===== src/rtl/layer_ser_pkg.sv =====
// Shared types and helpers for the layer serializer: stream FSM states and index width.
package layer_ser_pkg;

  typedef enum logic {
    SER_IDLE   = 1'b0,
    SER_STREAM = 1'b1
  } ser_state_t;

  function automatic int idx_w(input int nn);
    return $clog2(nn);
  endfunction

endpackage


===== src/rtl/seq_argmax.sv =====
// Running signed-max tracker over a serial word stream; reports the winning index
// the cycle after the last word. Strict compare keeps the lowest index on ties.
module seq_argmax #(
  parameter int IW = 4,
  parameter int DW = 16
) (
  input  logic          clk,
  input  logic          rstn,
  input  logic          valid,
  input  logic [DW-1:0] data,
  input  logic          last,
  input  logic [IW-1:0] index,
  output logic [IW-1:0] max_idx,
  output logic          max_valid
);

  logic signed [DW-1:0] run_max;
  logic [IW-1:0]        run_idx;
  logic                 take;

  // Index 0 restarts the tracker so no explicit clear between vectors is needed.
  assign take = valid && ((index == '0) || ($signed(data) > run_max));

  always_ff @(posedge clk or negedge rstn) begin
    if (!rstn) begin
      run_max   <= '0;
      run_idx   <= '0;
      max_idx   <= '0;
      max_valid <= 1'b0;
    end else begin
      max_valid <= valid && last;
      if (take) begin
        run_max <= $signed(data);
        run_idx <= index;
      end
      if (valid && last) max_idx <= take ? index : run_idx;
    end
  end

endmodule


===== src/rtl/layer_serializer.sv =====
// Collects per-neuron layer results and streams them one word per cycle in neuron order.
// Optional argmax tracker enabled by defining LAYER_SER_ARGMAX_EN.
module layer_serializer
  import layer_ser_pkg::*;
#(
  parameter int NN        = 10,
  parameter int dataWidth = 16
) (
  input  logic                    clk,
  input  logic                    rstn,
  input  logic [NN-1:0]           i_valid,
  input  logic [NN*dataWidth-1:0] i_data,
  output logic                    o_valid,
  output logic [dataWidth-1:0]    o_data,
  output logic                    o_last,
  output logic                    busy,
  output logic                    overflow
`ifdef LAYER_SER_ARGMAX_EN
  ,
  output logic [idx_w(NN)-1:0]    max_idx,
  output logic                    max_valid
`endif
);

  localparam int            IW       = idx_w(NN);
  localparam logic [IW-1:0] LAST_IDX = IW'(NN - 1);

  ser_state_t           state, state_next;
  logic [IW-1:0]        cnt, cnt_next;
  logic [NN-1:0]        mask, mask_next, cap_we, clash;
  logic [dataWidth-1:0] cap     [NN];
  logic [dataWidth-1:0] buf_mem [NN];
  logic                 at_end, transfer;
  logic                 o_valid_next, o_last_next, busy_next, overflow_next;
  logic [dataWidth-1:0] o_data_next;

  assign at_end   = (state == SER_STREAM) && (cnt == LAST_IDX);
  assign transfer = (&mask) && ((state == SER_IDLE) || at_end);

  // On a transfer the mask restarts from this cycle's arrivals, which belong to the next vector.
  genvar gi;
  generate
    for (gi = 0; gi < NN; gi++) begin : g_collect
      assign cap_we[gi]    = i_valid[gi] & (transfer | ~mask[gi]);
      assign mask_next[gi] = transfer ? i_valid[gi] : (mask[gi] | i_valid[gi]);
      assign clash[gi]     = i_valid[gi] & mask[gi];
    end
  endgenerate

  always_ff @(posedge clk) begin
    for (int i = 0; i < NN; i++) begin
      if (cap_we[i]) cap[i] <= i_data[i*dataWidth +: dataWidth];
      if (transfer)  buf_mem[i] <= cap[i];
    end
  end

  // o_data is registered, so the first word comes straight from cap while buf_mem loads.
  always_comb begin
    state_next   = state;
    cnt_next     = cnt;
    o_valid_next = 1'b0;
    o_last_next  = 1'b0;
    o_data_next  = '0;
    case (state)
      SER_IDLE, SER_STREAM: begin
        if (transfer) begin
          state_next   = SER_STREAM;
          cnt_next     = '0;
          o_valid_next = 1'b1;
          o_data_next  = cap[0];
        end else if ((state == SER_STREAM) && !at_end) begin
          cnt_next     = cnt + 1'b1;
          o_valid_next = 1'b1;
          o_data_next  = buf_mem[cnt_next];
          o_last_next  = (cnt_next == LAST_IDX);
        end else begin
          state_next = SER_IDLE;
          cnt_next   = '0;
        end
      end
      default: begin
        state_next = SER_IDLE;
        cnt_next   = '0;
      end
    endcase
    busy_next     = (|mask_next) || (state_next == SER_STREAM);
    overflow_next = overflow || ((|clash) && !transfer);
  end

  always_ff @(posedge clk or negedge rstn) begin
    if (!rstn) begin
      state    <= SER_IDLE;
      cnt      <= '0;
      mask     <= '0;
      o_valid  <= 1'b0;
      o_data   <= '0;
      o_last   <= 1'b0;
      busy     <= 1'b0;
      overflow <= 1'b0;
    end else begin
      state    <= state_next;
      cnt      <= cnt_next;
      mask     <= mask_next;
      o_valid  <= o_valid_next;
      o_data   <= o_data_next;
      o_last   <= o_last_next;
      busy     <= busy_next;
      overflow <= overflow_next;
    end
  end

`ifdef LAYER_SER_ARGMAX_EN
  seq_argmax #(
    .IW (IW),
    .DW (dataWidth)
  ) u_argmax (
    .clk       (clk),
    .rstn      (rstn),
    .valid     (o_valid),
    .data      (o_data),
    .last      (o_last),
    .index     (cnt),
    .max_idx   (max_idx),
    .max_valid (max_valid)
  );
`endif

endmodule


===== config.mk =====
export PLATFORM = sky130hd
export DESIGN_NAME = layer_serializer
export DESIGN_NICKNAME = d
export VERILOG_FILES = /design/src/rtl/layer_ser_pkg.sv /design/src/rtl/seq_argmax.sv /design/src/rtl/layer_serializer.sv
export SDC_FILE = /design/constraint.sdc
export NUM_CORES = 1
export LEC_CHECK = 0
export CAP_MARGIN = 20
export CORE_MARGIN = 1.5
export CORE_UTILIZATION = 35
export CTS_BUF_LIST = sky130_fd_sc_hd__clkbuf_4 sky130_fd_sc_hd__clkbuf_8 sky130_fd_sc_hd__clkbuf_16
export DETAILED_ROUTE_END_ITERATION = 16
export SYNTH_ARGS = -nofsm -noshare
export SYNTH_HDL_FRONTEND = slang
export SYNTH_SLANG_ARGS = --single-unit

===== constraint.sdc =====
create_clock -name clk -period 4.81 [get_ports clk]
set_clock_uncertainty 0.05 [all_clocks]
set_input_delay 0.481 -clock clk [delete_from_list [all_inputs] [get_ports clk]]
set_output_delay 0.481 -clock clk [all_outputs]
set_load 0.01 [all_outputs]

==> summary.txt <==
Clocking
  • Clk sink count: 355
  • Setup Fix Bufs, Post-CTS: 0
  • # H-tree levels: 2
  • Root Buffer: clkbuf_16
  • Clk_lat worst skew: 0.51 ns
  • Post-cts sizing count: 0
  • Clock Pin Slew Worst Setup and Hold Paths: 0.06 ns
  • # hold bufs at CTS: 0
  • CTS buffer count: 38
  • CTS tree: yes
  • Clock Tree Buf Depth: 3

Yosys
  • Cell variety after synth: 41
  • Mean Syn Cell Area: 21.0 µm²
  • #FFs+latches synth: 355
  • Gate Count Post-Synth: 591
  • Mapped Area: 12,400 µm²
  • Synth warn: 0
  • Register area share after synthesis: 84.4%
  • Syn_nets: 766

Run status
  • Outcome: finished, final reports clean

Worst setup path
  • Arr. time, crit path: 3.74 ns
  • Critical-path top delay cell: ha_4
  • Slowest stage delay, CP: 0.99 ns
  • Crit path max-delay family: compound AO/OA/AOI/OAI gates
  • Crit start category: flip-flop
  • Worst path buffer plus inverter count: 2
  • CP Capture Type: flip-flop
  • Req. time, crit path: 5.19 ns
  • CP Cell Sequence: buf_4, inv_1, ha_4, mux2_2, o22ai_1, a2111oi_0, a221o_1
  • CP Max Fanout: 81
  • Crit Path Class: flip-flop to flip-flop

Floorplan
  • Die area: 36,600 µm²
  • Starting density of the core: 35.8%
  • Placement Rows: 68
  • Die Ht: 191 µm
  • Die width: 191 µm
  • I/O pin count: 192
  • Core ar.: 34,700 µm²

Power
  • Max rail drop VDD: 381 µV
  • Lkg Pwr: 5.31 nW
  • Total power: 10.2 mW
  • Power per cell area: 630 nW/µm²

Drt
  • Routed WL: 27,100 µm
  • Max Used Layer: met4
  • Number of routed nets with antenna violations: 0
  • DR iter-0 viols: 462
  • Via count: 6,186
  • DR WL met3: 2060 µm
  • Metal1 wirelength: 11,500 µm
  • Via density: 4.77
  • Drc violations: 0
  • Post-DR wirelength/cell: 20.9 µm
  • Number of detailed-route iterations in the first pass: 4
  • DR WL met2: 12,700 µm

Place
  • DP Area: 14,900 µm²
  • DP HPWL: 19,000 µm
  • IO Port Bufs: 191
  • Final Wtd Congestion: 0.839

Final layout
  • Area grow syn2layout: 30.3%
  • Final instance area: 16,200 µm²
  • Fraction of layout cells with a size suffix above 1: 16.5%
  • Fillers: 2,966
  • Multi-input logic area: 1830 µm²
  • Post-layout net count: 985
  • Storage element area: 10,500 µm²

Global routing
  • Total grt overflow: 0
  • Initial antenna violation count: 3
  • First-pass GRT wire length: 39,300 µm
  • Largest net degree at the start of global routing: 82
  • Via count of the first global-routing pass: 6,529
  • Gr usage total: 14.9%

Timing
  • Slew headroom: 29.3%
  • Final setup vio count: 0
  • Setup tns final: 0 ns
  • Max frequency: 298 MHz
  • Slew @ Worst Pin: 1.06 ns
  • Hold Vio Cnt, Final: 0
  • Post-route clock period utilization: 69.7%
  • RSZ-0062 raised after global routing: false
  • Final worst path period need: 3.35 ns
  • Max-slew violations: 0

Flow run
  • Max-Cap Viols: 0

Hold path
  • Worst hold path type: primary input to async pin
==> synthesized netlist by cell type <==
cell type,n,area [µm²]
a21oi_1,1,5.00
a22o_1,1,8.76
nand3_1,2,10.0
o21ai_0,1,5.00
nand2b_1,2,12.5
nor2b_1,17,106
mux2_2,48,541
a21boi_0,10,75.1
buf_4,1,7.51
and2_1,2,12.5
a221oi_1,1,8.76
nand4_1,3,18.8
clkbuf_4,1,7.51
or2_1,1,6.26
a2111oi_0,6,52.6
xor2_1,1,8.76
ha_1,3,37.5
xnor2_2,1,16.3
o22ai_1,16,100
nor3b_1,1,7.51
inv_1,2,7.51
clkbuf_1,6,22.5
nor4_1,5,31.3
nor2_1,2,7.51
a22oi_1,3,22.5
or3_1,2,12.5
a211oi_1,16,120
a221o_1,16,160
buf_2,13,65.1
a2111oi_1,10,100
edfxtp_1,320,9610
buf_6,3,33.8
dfrtp_1,35,876
a21o_1,11,82.6
nand2_1,7,26.3
nand2_2,1,6.26
clkinv_1,1,3.75
o21a_1,1,7.51
and3_1,1,6.26
mux2i_1,16,160
xnor2_1,1,8.76
==> flip-flops by register name (all words and copies together), names as in the netlist <==
| signal | flops |
|---|---|
| buf_mem | 160 |
| busy | 1 |
| cap | 160 |
| cnt | 4 |
| mask | 10 |
| o_data | 16 |
| o_last | 1 |
| o_valid | 1 |
| overflow | 1 |
| state | 1 |
==> cells in the final DEF (no fill, tap or decap), types with 7 or more instances in the layout <==
cell             Yosys  routed
a2111oi_1           10      10
a211oi_1            16      16
a21boi_2             0      10
a21o_1              11      11
a221o_1             16      16
clkbuf_16            0      39
clkbuf_4             1      10
clkdlybuf4s50_1      0     190
dfrtp_1             35      35
edfxtp_1           320     320
mux2_2              48      48
mux2i_1             16      16
nand2_1              7       7
nor2b_1             17      17
o22ai_1             16      16
==> where the power goes <==
group / switching [mW] / internal (mW) / total (mW) / leakage, nW
Clock: 1.10 / 1.64 / 2.74 / 0.606
Sequential: 0.233 / 4.34 / 4.57 / 3.27
Combinational: 1.64 / 1.24 / 2.88 / 1.43
==> per-layer routing <==
layer,GRT usage [%],vias to the layer above
met4,5.80,0
met5,0,-
li1,-,2850
met3,3.64,51
met1,19.9,3029
met2,23.5,256
==> per-stage QoR <==
stage | cells | setup slack (ns) | hold WS [ns] | utilization (%)
2_1_floorplan | 591 | 0.996 | 0.135 | -
3_3_place_gp | 1219 | 1.47 | 0.350 | 42.9
3_5_place_dp | 1219 | 1.39 | 0.355 | 42.9
4_1_cts | 1287 | 1.39 | 0.0416 | 46.3
5_1_grt | 1294 | 1.30 | 0.0821 | 46.6
6_report | 1296 | 1.46 | 0.0210 | 46.6
==> final cells by class <==
cell class                      instances  area share [%]
Antenna cell                            3          0.0464
Clock buffer                           55            7.01
Tap cell                              455            3.52
Multi-Input combinational cell        209            11.3
Sequential cell                       355            64.8
Timing Repair Buffer                  203            12.8
Inverter                                3           0.101
Clock inverter                         13           0.425
==> logic make-up after synthesis <==
kind of cell / after synthesis / synth area share, %
adders and majority gates: 3 / 0.302
muxes: 64 / 5.64
buffers and inverters: 27 / 1.19
and+or+nand+nor: 46 / 2.13
DFF: 355 / 84.4
xor gates and xnor gates: 3 / 0.272
AOI/OAI and AO/OA: 93 / 6.03
==> final timing paths <==
check                      slack [ns]                        to                 start  cells past startpoint
max                              1.46       o_data[3]$_DFF_PN0_      cnt[0]$_DFF_PN0_                      7
max reg2reg                      1.46       o_data[3]$_DFF_PN0_      cnt[0]$_DFF_PN0_                      7
min in group clk                 0.35  buf_mem[9][14]$_DFFE_PP_  cap[9][14]$_DFFE_PP_                      0
min reg2reg                      0.35  buf_mem[9][14]$_DFFE_PP_  cap[9][14]$_DFFE_PP_                      0
min                              0.02         mask[0]$_DFF_PN0_                  rstn                      1
max in group asynchronous        4.15       o_data[8]$_DFF_PN0_                  rstn                      1
(Power assumes the default switching activity.)
